### config.mk
export PLATFORM = sky130hd
export DESIGN_NAME = sonar_filter_core
export DESIGN_NICKNAME = d
export VERILOG_FILES = /design/src/rtl/sonar_filter_core.sv
export SDC_FILE = /design/constraint.sdc
export NUM_CORES = 1
export LEC_CHECK = 0
export ABC_AREA = 1
export CAP_MARGIN = 25
export CORE_AREA = 2 2 243 305
export CTS_CLUSTER_SIZE = 24
export DETAILED_ROUTE_END_ITERATION = 10
export DIE_AREA = 0 0 245 307
export GPL_TIMING_DRIVEN = 0
export PLACE_DENSITY_LB_ADDON = 0.2
export SLEW_MARGIN = 0
export SYNTH_ARGS = -nofsm -noshare
export SYNTH_HDL_FRONTEND = slang
export SYNTH_SLANG_ARGS = --single-unit
### constraint.sdc
create_clock -name clk -period 4 [get_ports clk]
set_input_delay 0.8 -clock clk [delete_from_list [all_inputs] [get_ports clk]]
set_output_delay 0.8 -clock clk [all_outputs]
set_load 0.02 [all_outputs]
### src/rtl/sonar_filter_core.sv
// Echo-width to millimetre converter with a moving-average window and threshold alarm,
// exposed through the standard MMIO slot interface.
module sonar_filter_core #(
  parameter int DIV_MM   = 583,
  parameter int AVG_LOG2 = 2
) (
  input  logic        clk,
  input  logic        reset,
  input  logic        cs,
  input  logic        read,
  input  logic        write,
  input  logic [4:0]  addr,
  input  logic [31:0] wr_data,
  output logic [31:0] rd_data,
  input  logic [31:0] meas_data,
  input  logic        meas_valid,
  output logic        alarm
);

  localparam int unsigned DEPTH = 1 << AVG_LOG2;
  localparam logic [AVG_LOG2:0] FILL_FULL = {1'b1, {AVG_LOG2{1'b0}}};

  typedef enum logic [1:0] {IDLE, DIV, ACC} state_t;
  state_t state, state_next;

  logic [31:0] dvd, rem, quo, rem_nx;
  logic [32:0] rem_sh, rem_sub;
  logic        q_bit;
  logic [4:0]  iter;

  logic [31:0] last_mm, sum, avg_mm;
  logic [31:0] win [DEPTH];
  logic [AVG_LOG2-1:0] wr_ptr;
  logic [AVG_LOG2:0]   fill;
  logic [15:0] thr_mm;
  logic        new_flag, err, overrun, avg_valid, busy;

  logic wr_en, st_clr, thr_we, filt_clr, accept, timeout;

  assign wr_en    = cs && write;
  assign st_clr   = wr_en && (addr[2:0] == 3'd2) && wr_data[0];
  assign thr_we   = wr_en && (addr[2:0] == 3'd3);
  assign filt_clr = wr_en && (addr[2:0] == 3'd4) && wr_data[0];
  assign accept   = (state == IDLE) && meas_valid && (meas_data != '1);
  assign timeout  = (state == IDLE) && meas_valid && (meas_data == '1);

  assign busy      = (state != IDLE);
  assign avg_mm    = sum >> AVG_LOG2;
  assign avg_valid = (fill == FILL_FULL);

  // Restoring divider step: shift in the next dividend bit, subtract if it fits.
  always_comb begin
    rem_sh  = {rem, dvd[31]};
    rem_sub = rem_sh - 33'(DIV_MM);
    q_bit   = (rem_sh >= 33'(DIV_MM));
    rem_nx  = q_bit ? rem_sub[31:0] : rem_sh[31:0];
  end

  always_comb begin
    state_next = state;
    case (state)
      IDLE:    if (accept) state_next = DIV;
      DIV:     if (iter == 5'd31) state_next = ACC;
      ACC:     state_next = IDLE;
      default: state_next = IDLE;
    endcase
  end

  always_ff @(posedge clk) begin
    if (reset) begin
      state    <= IDLE;
      dvd      <= '0;
      rem      <= '0;
      quo      <= '0;
      iter     <= '0;
      last_mm  <= '0;
      sum      <= '0;
      wr_ptr   <= '0;
      fill     <= '0;
      thr_mm   <= '0;
      new_flag <= 1'b0;
      err      <= 1'b0;
      overrun  <= 1'b0;
      alarm    <= 1'b0;
      for (int unsigned i = 0; i < DEPTH; i++) win[i] <= '0;
    end else begin
      state <= state_next;
      alarm <= avg_valid && (thr_mm != '0) && (avg_mm < {16'b0, thr_mm});

      if (accept) begin
        dvd  <= meas_data;
        rem  <= '0;
        quo  <= '0;
        iter <= '0;
      end else if (state == DIV) begin
        dvd  <= dvd << 1;
        rem  <= rem_nx;
        quo  <= {quo[30:0], q_bit};
        iter <= iter + 5'd1;
      end

      if (state == ACC) last_mm <= quo;

      // A filter clear in the ACC cycle wins over the window update.
      if (filt_clr) begin
        sum    <= '0;
        wr_ptr <= '0;
        fill   <= '0;
        for (int unsigned i = 0; i < DEPTH; i++) win[i] <= '0;
      end else if (state == ACC) begin
        win[wr_ptr] <= quo;
        sum         <= sum - win[wr_ptr] + quo;
        wr_ptr      <= wr_ptr + AVG_LOG2'(1);
        if (fill != FILL_FULL) fill <= fill + (AVG_LOG2+1)'(1);
      end

      if (thr_we) thr_mm <= wr_data[15:0];

      // Sets are assigned after the status clear so they take priority.
      if (st_clr) begin
        new_flag <= 1'b0;
        err      <= 1'b0;
        overrun  <= 1'b0;
      end
      if (state == ACC) new_flag <= 1'b1;
      if (timeout) err <= 1'b1;
      if (meas_valid && busy) overrun <= 1'b1;
    end
  end

  always_comb begin
    rd_data = '0;
    case (addr[2:0])
      3'd0:    rd_data = last_mm;
      3'd1:    rd_data = avg_mm;
      3'd2:    rd_data = {26'b0, overrun, busy, err, alarm, avg_valid, new_flag};
      3'd3:    rd_data = {16'b0, thr_mm};
      default: rd_data = '0;
    endcase
  end

  logic unused;
  assign unused = ^{read, addr[4:3], wr_data[31:16], rem_sub[32]};

endmodule

* Word level (Yosys, flattened, before mapping)
Memory sizes are Yosys's and may differ from the RTL's. A register that Yosys moved wholly into a read port is not among the register bits.
Cells that the tools add are included.
** Operators by class
- Add/subtract/negate cells :: 6
- Magnitude comparators :: 2
- Equal/unequal tests :: 13
- Mux-type cells :: 29
- Bitwise logic cells :: 4
- Reduce and logical (&&, ||, !) cells :: 25
** Operators by type and width (count)
- 32-bit two-way mux :: 8
- 32-bit case mux with 4 select lines :: 1
- 33-bit by 10-bit greater-or-equal comparator with 1-bit output (second input constant) :: 1
- 32-bit adder :: 1
- 32-bit == test (second input constant) :: 1
- 32-bit != test (second input constant) :: 1
- 32-bit OR reduction :: 1
- 32-bit by 10-bit subtractor with 32-bit output (second input constant) :: 1
- 32-bit subtractor :: 1
- 30-bit by 16-bit less-than comparator with 1-bit output :: 1
- 16-bit nonzero test :: 1
- 1-bit two-way mux :: 14
- 1-bit logical AND :: 12
- 2-bit two-way mux :: 5
- 2-bit nonzero test :: 5
- 3-bit by 2-bit == test with 1-bit output (second input constant) :: 2
- 3-bit == test (second input constant) :: 2
- 5-bit by 1-bit adder with 5-bit output (second input constant) :: 1
- 5-bit == test (second input constant) :: 1
- 2-bit != test (second input constant) :: 2
- 1-bit OR :: 4
- 2-bit case mux with 2 select lines :: 1
- 2-bit AND reduction :: 2
- 2-bit OR reduction :: 2
- other kinds (8) :: 8
** Word-level totals
- Flip-flop bits (word level) :: 192
- Bits in writable memories :: 128
- Input port bits :: 75
- Output and inout bits :: 33
- Logic and storage cells :: 94
- Memories :: 1
** Memory list
- win :: words 4, bits a word 32, read ports 1, clocked after Yosys merged registers in 1, wr ports 4, line 32 : logic [31:0] win [DEPTH];

* Longest topological paths before layout
- Word-level depth :: 8
- Depth in mapped cells :: 22
- Depth with buffers taken out :: 19

* Worst setup path after synthesis
OpenSTA, ideal clock, no wires.
- Path type :: register to register
- From :: reg (tool-made name)
- To :: reg sum[16]
- Library setup time :: 0.115 ns
- Arrival time :: 2.877 ns
- Required time :: 3.885 ns
- Setup slack :: 1.008 ns
- Stages on the path, launching flop included :: 19
- Path buffers :: 3
- Period minus slack after synthesis :: 2.992 ns
- Cells stage by stage :: dfxtp_1 -> buf_2 -> inv_1 -> buf_2 -> clkbuf_1 -> nor2_1 -> o22ai_1 -> fa_1 -> fa_1 -> inv_1 -> nand3_1 -> nand3_1 -> nand2_1 -> nand2_1 -> nand2_1 -> nand4_1 -> nand2_1 -> o21ai_0 -> inv_1
** RTL lines
- end signal: assignment :: line 112 : sum <= sum - win[wr_ptr] + quo;
- end: declaration :: line 31 : logic [31:0] last_mm, sum, avg_mm;

* Worst setup path in the final report
- From :: in addr[1]
- To :: out rd_data[20]
** Between the ends
- Word-level cells in the longest chain between the ends :: 2
- Elaborated cells between the ends (all ways) :: 5
- Those cells by class :: 3 x eq/ne; 1 x mux; 1 x reduce/logical
** Ends and longest elaborated chain
- start: declaration :: line 12 : input logic [4:0] addr,
- 3-bit by 2-bit == test with 1-bit output, or another cell as far along :: line 133 : case (addr[2:0])
- 32-bit case mux with 4 select lines (*) :: line 133
- end: declaration :: line 14 : output logic [31:0] rd_data,
Every way passes the cells marked *; elsewhere a longest branch is shown, timed or not.

==> flow_metrics.py <==
metrics = {
    "floorplanning": {
        "top_level_ports": 108,
        "initial_core_util": 0.248,
        "row_count": 111,
        "core-area_um2": 72600,
        "die_y_um": 307,
        "area_of_the_die_um2": 75200,
        "die_w_um": 245,
    },
    "placement": {
        "place_hpwl_mm": 49.3,
        "final_weighted_congestion_of_routability_driven_global_placement": 0.897,
        "count_of_buffers_from_port_buffering": 87,
        "post_place_setup_slack_ns": -0.749,
    },
    "hold_path": {
        "hold_path_cell_cnt": 2,
        "class_of_the_most_critical_hold_timing_path": "reg -> reg",
        "hold_path.startpoint": "sum[1]$_SDFFE_PP0P_",
        "worstHoldEndpoint": "sum[1]$_SDFFE_PP0P_",
    },
    "global_routing": {
        "grt_pass1_vias": 16100,
        "grt_overflow": 0,
        "busiest_layer_in_global_routing": "met2",
        "grt_max_degree": 33,
        "grt_pass1_wl_mm": 96.3,
        "globalRouteMet1Util": 0.203,
        "globalRouteMet3Util": 0.0257,
        "grt_antenna_before_repair": 0,
        "gr-usage-all-layers": 0.168,
        "grtUsageMet2": 0.300,
    },
    "critical_path": {
        "timing.critical_path.required_ns": 3.20,
        "timing.critical_path.slowest_stage_cell": "clkdlybuf4s50_1",
        "timing.critical_path.slowest_cell_delay_ns": 0.66,
        "critPathKind": "in -> out",
        "worst-r2r-setup-slack_ns": 0.17,
        "cp_common_cell": "clkdlybuf4s50_1",
        "worst_r2r_endpoint": "sum[28]$_SDFFE_PP0P_",
        "cp_max_fo": 10,
        "worst_setup_path_end_kind": "output port",
        "cp.arrival_ns": 3.15,
        "reg2reg_depth": 19,
        "critPathLaunchType": "input pin",
        "crit_chain": "clkdlybuf4s50_1 > nor2_1 > inv_1 > nor2_2 > clkbuf_2 > nand2_1 > o21ai_0 > clkdlybuf4s50_1",
    },
    "pwr": {
        "power_frac_comb": 0.128,
        "switching_share": 0.271,
        "seq_power_share": 0.428,
        "power_frac_clock": 0.444,
        "irDropWorstVdd_mv": 0.254,
        "internal-power_mw": 6.09,
        "powerDensity_nw_per_um2": 387,
        "net-switching-power_mw": 2.27,
        "static-leakage-power_nw": 9.21,
    },
    "sta": {
        "timing_max_transition_violations_final": 0,
        "final.setup_skew_ns": 0.0247,
        "grt_setup_unrepaired": "false",
        "totalNegativeSetupSlack_ns": 0,
        "worst_pin_slew_ns": 0.870,
        "final-hold-violation-count": 0,
        "fmax_ghz": 0.253,
        "timing.max_slew.rel_slack": 0.418,
        "final.setup.worst_slack_ns": 0.0522,
        "fin_crit_ns": 3.95,
        "setup_viol_count_final": 0,
        "fin_crit_sh": 0.987,
    },
    "clock_network": {
        "htreeDepth": 2,
        "clock_sink_count": 322,
        "clk_path_buf_depth": 3,
        "numCtsBuffers": 39,
        "clock_insertion_delay_worst_skew_ns": 0.57,
        "clock_tree_from_tritoncts": "yes",
        "clk_transition_reported_paths_ns": 0.05,
        "number_of_buffers_inserted_for_hold_repair_after_clock_tree_synthesis": 0,
        "cts_root_buffer": "clkbuf_16",
    },
    "run_status": {
        "status": "completed",
    },
    "flow_run": {
        "max-cap-violations": 0,
    },
    "yosys": {
        "mappedNetlistNets": 2602,
        "yosys_warnings": 0,
        "synth_most_common_cell": "nand2_1",
        "ys_dominant_reg_cell": "dfxtp_1",
        "seq_area_frac_synth": 0.429,
        "netlist_top_cells_count": "nand2_1 (564), nor2_1 (363), inv_1 (332), a21oi_1 (195), dfxtp_1 (194)",
        "mappedNetlistArea_um2": 18000,
        "number_of_enable_flip_flop_cells_after_synthesis": 128,
        "post_synth.cell_area_avg_um2": 7.37,
        "yosys.area.top_type": "dfxtp_1",
        "area_share_of_the_largest_cell_type_after_synthesis": 0.216,
        "async_reset_ff_frac": 0,
        "post_synth_inst_count": 2440,
        "yosys-top-cells-area": "dfxtp_1 (22%), edfxtp_1 (21%), nand2_1 (12%), nor2_1 (7.6%), inv_1 (6.9%)",
        "postSynthRegisterBits": 322,
        "synthDistinctLibCells": 51,
    },
    "detailed_routing": {
        "remaining_drcs": 0,
        "firstDrtPassIters": 6,
        "route.detailed.wl_per_inst_um": 17.9,
        "antenna_violating_nets_post_route": 0,
        "total_wire_length_mm": 63.7,
        "dr.first_iter.drc_count": 1096,
        "num_vias": 16400,
        "via_per_inst": 4.61,
    },
    "finish": {
        "filler_cell_count": 7965,
        "num_antenna_cells": 0,
        "utilization": 0.298,
        "area_growth_from_synthesis_to_final_layout_pct": 20.2,
        "final_layout_size_suffix_gt1_frac": 0.0600,
        "finish.net_count": 2733,
    },
}
[final cells by class]
cell class | count | area (um2) | share of cell area
sequential | 322 | 7730 | 0.357
multi-input combinational | 1670 | 8670 | 0.401
clock inverter | 13 | 191 | 0.00885
inverter | 340 | 1280 | 0.0593
buffer | 108 | 502 | 0.0232
tap | 960 | 1200 | 0.0556
clock buffer | 57 | 1120 | 0.0520
timing repair buffer | 90 | 922 | 0.0427
[placed cells by master (no fill, tap or decap), types with 10 or more instances in the layout]
master / Yosys / layout
nor2_1: 363 / 360
a21oi_1: 195 / 193
clkbuf_16: 0 / 39
o22ai_2: 0 / 13
buf_2: 11 / 14
o21ai_1: 0 / 10
nor2_2: 7 / 10
clkbuf_1: 78 / 77
nand3_1: 126 / 126
edfxtp_1: 128 / 128
fa_1: 31 / 31
inv_1: 332 / 332
nand2_1: 564 / 559
dfxtp_1: 194 / 194
nor3_1: 15 / 12
ha_1: 56 / 56
clkdlybuf4s50_1: 0 / 78
xor2_1: 24 / 24
o211ai_1: 18 / 18
o22ai_1: 32 / 19
nand4_1: 23 / 23
o21ai_0: 153 / 140
[worst max path at each step]
stage          slack (ns)                       to  depth (start not counted)     start
2_1_floorplan        1.01     sum[16]$_SDFFE_PP0P_                         18  register
3_3_place_gp        -1.05  win[3][3]$_SDFFCE_PN0P_                          9        cs
3_5_place_dp        -0.75              rd_data[16]                          6   addr[2]
4_1_cts              0.01              rd_data[29]                          8   addr[1]
5_1_grt             0.003     sum[30]$_SDFFE_PP0P_                         21  register
6_report             0.05              rd_data[20]                          8   addr[1]
[worst max-delay path: cells and delay by family]
family / cells / cell delay (ns)
simple gates: 3 / 0.61
compound gates: 1 / 0.13
buf+inv: 4 / 1.59
[per-stage QoR]
stage | cells | hold WS (ns) | cell area [um2] | power [mW]
5_1_grt | 3560 | 0.484 | 21600 | 8.69
6_report | 3560 | 0.471 | 21600 | 8.36
3_5_place_dp | 3489 | 0.458 | 20100 | 4.71
3_3_place_gp | 3487 | 0.448 | 20100 | 4.70
4_1_cts | 3559 | 0.466 | 21500 | 8.45
2_1_floorplan | 2440 | 0.441 | 18000 | 4.34
[power groups by stage]
stage               registers [mW]  clock network [mW]  logic (mW)
floorplan                     3.63                   0       0.717
finish                        3.58                3.71        1.07
global placement              3.65                   0        1.06
CTS                           3.58                3.80        1.07
detailed placement            3.65                   0        1.06
global route                  3.59                3.91        1.19
[repair_timing]
item | CTS | global route
pin swaps | 0 | 2
setup buffers | 0 | 1
resized for setup | 31 | 46
setup endpoints to repair | 43 | 43
[flip-flops by register name, summed over array words and instances, names as in the netlist, named ones only]
| name | count |
|---|---|
| win | 128 |
| dvd | 32 |
| last_mm | 32 |
| quo | 32 |
| rem | 32 |
| sum | 32 |
| thr_mm | 16 |
| iter | 5 |
| fill | 3 |
| state | 2 |
| wr_ptr | 2 |
| alarm | 1 |
| err | 1 |
| new_flag | 1 |
| overrun | 1 |
[logic make-up (layout without fill, tap and decap cells)]
kind of cell    count (synthesis)  count (layout)  synth area share
flops                         322             322             0.429
fa+ha+maj                      87              87            0.0734
simple gates                 1124            1124             0.255
xor+xnor                       30              30            0.0146
compound gates                429             429             0.130
buf+inv                       448             608            0.0975
[metal layers]
| metal | wire [um] | vias up |
|---|---|---|
| li1 | - | 8126 |
| met1 | 27200 | 7832 |
| met2 | 31600 | 357 |
| met3 | 2840 | 85 |
| met4 | 2080 | 0 |
| met5 | 0 | - |
(Power assumes the default switching activity.)
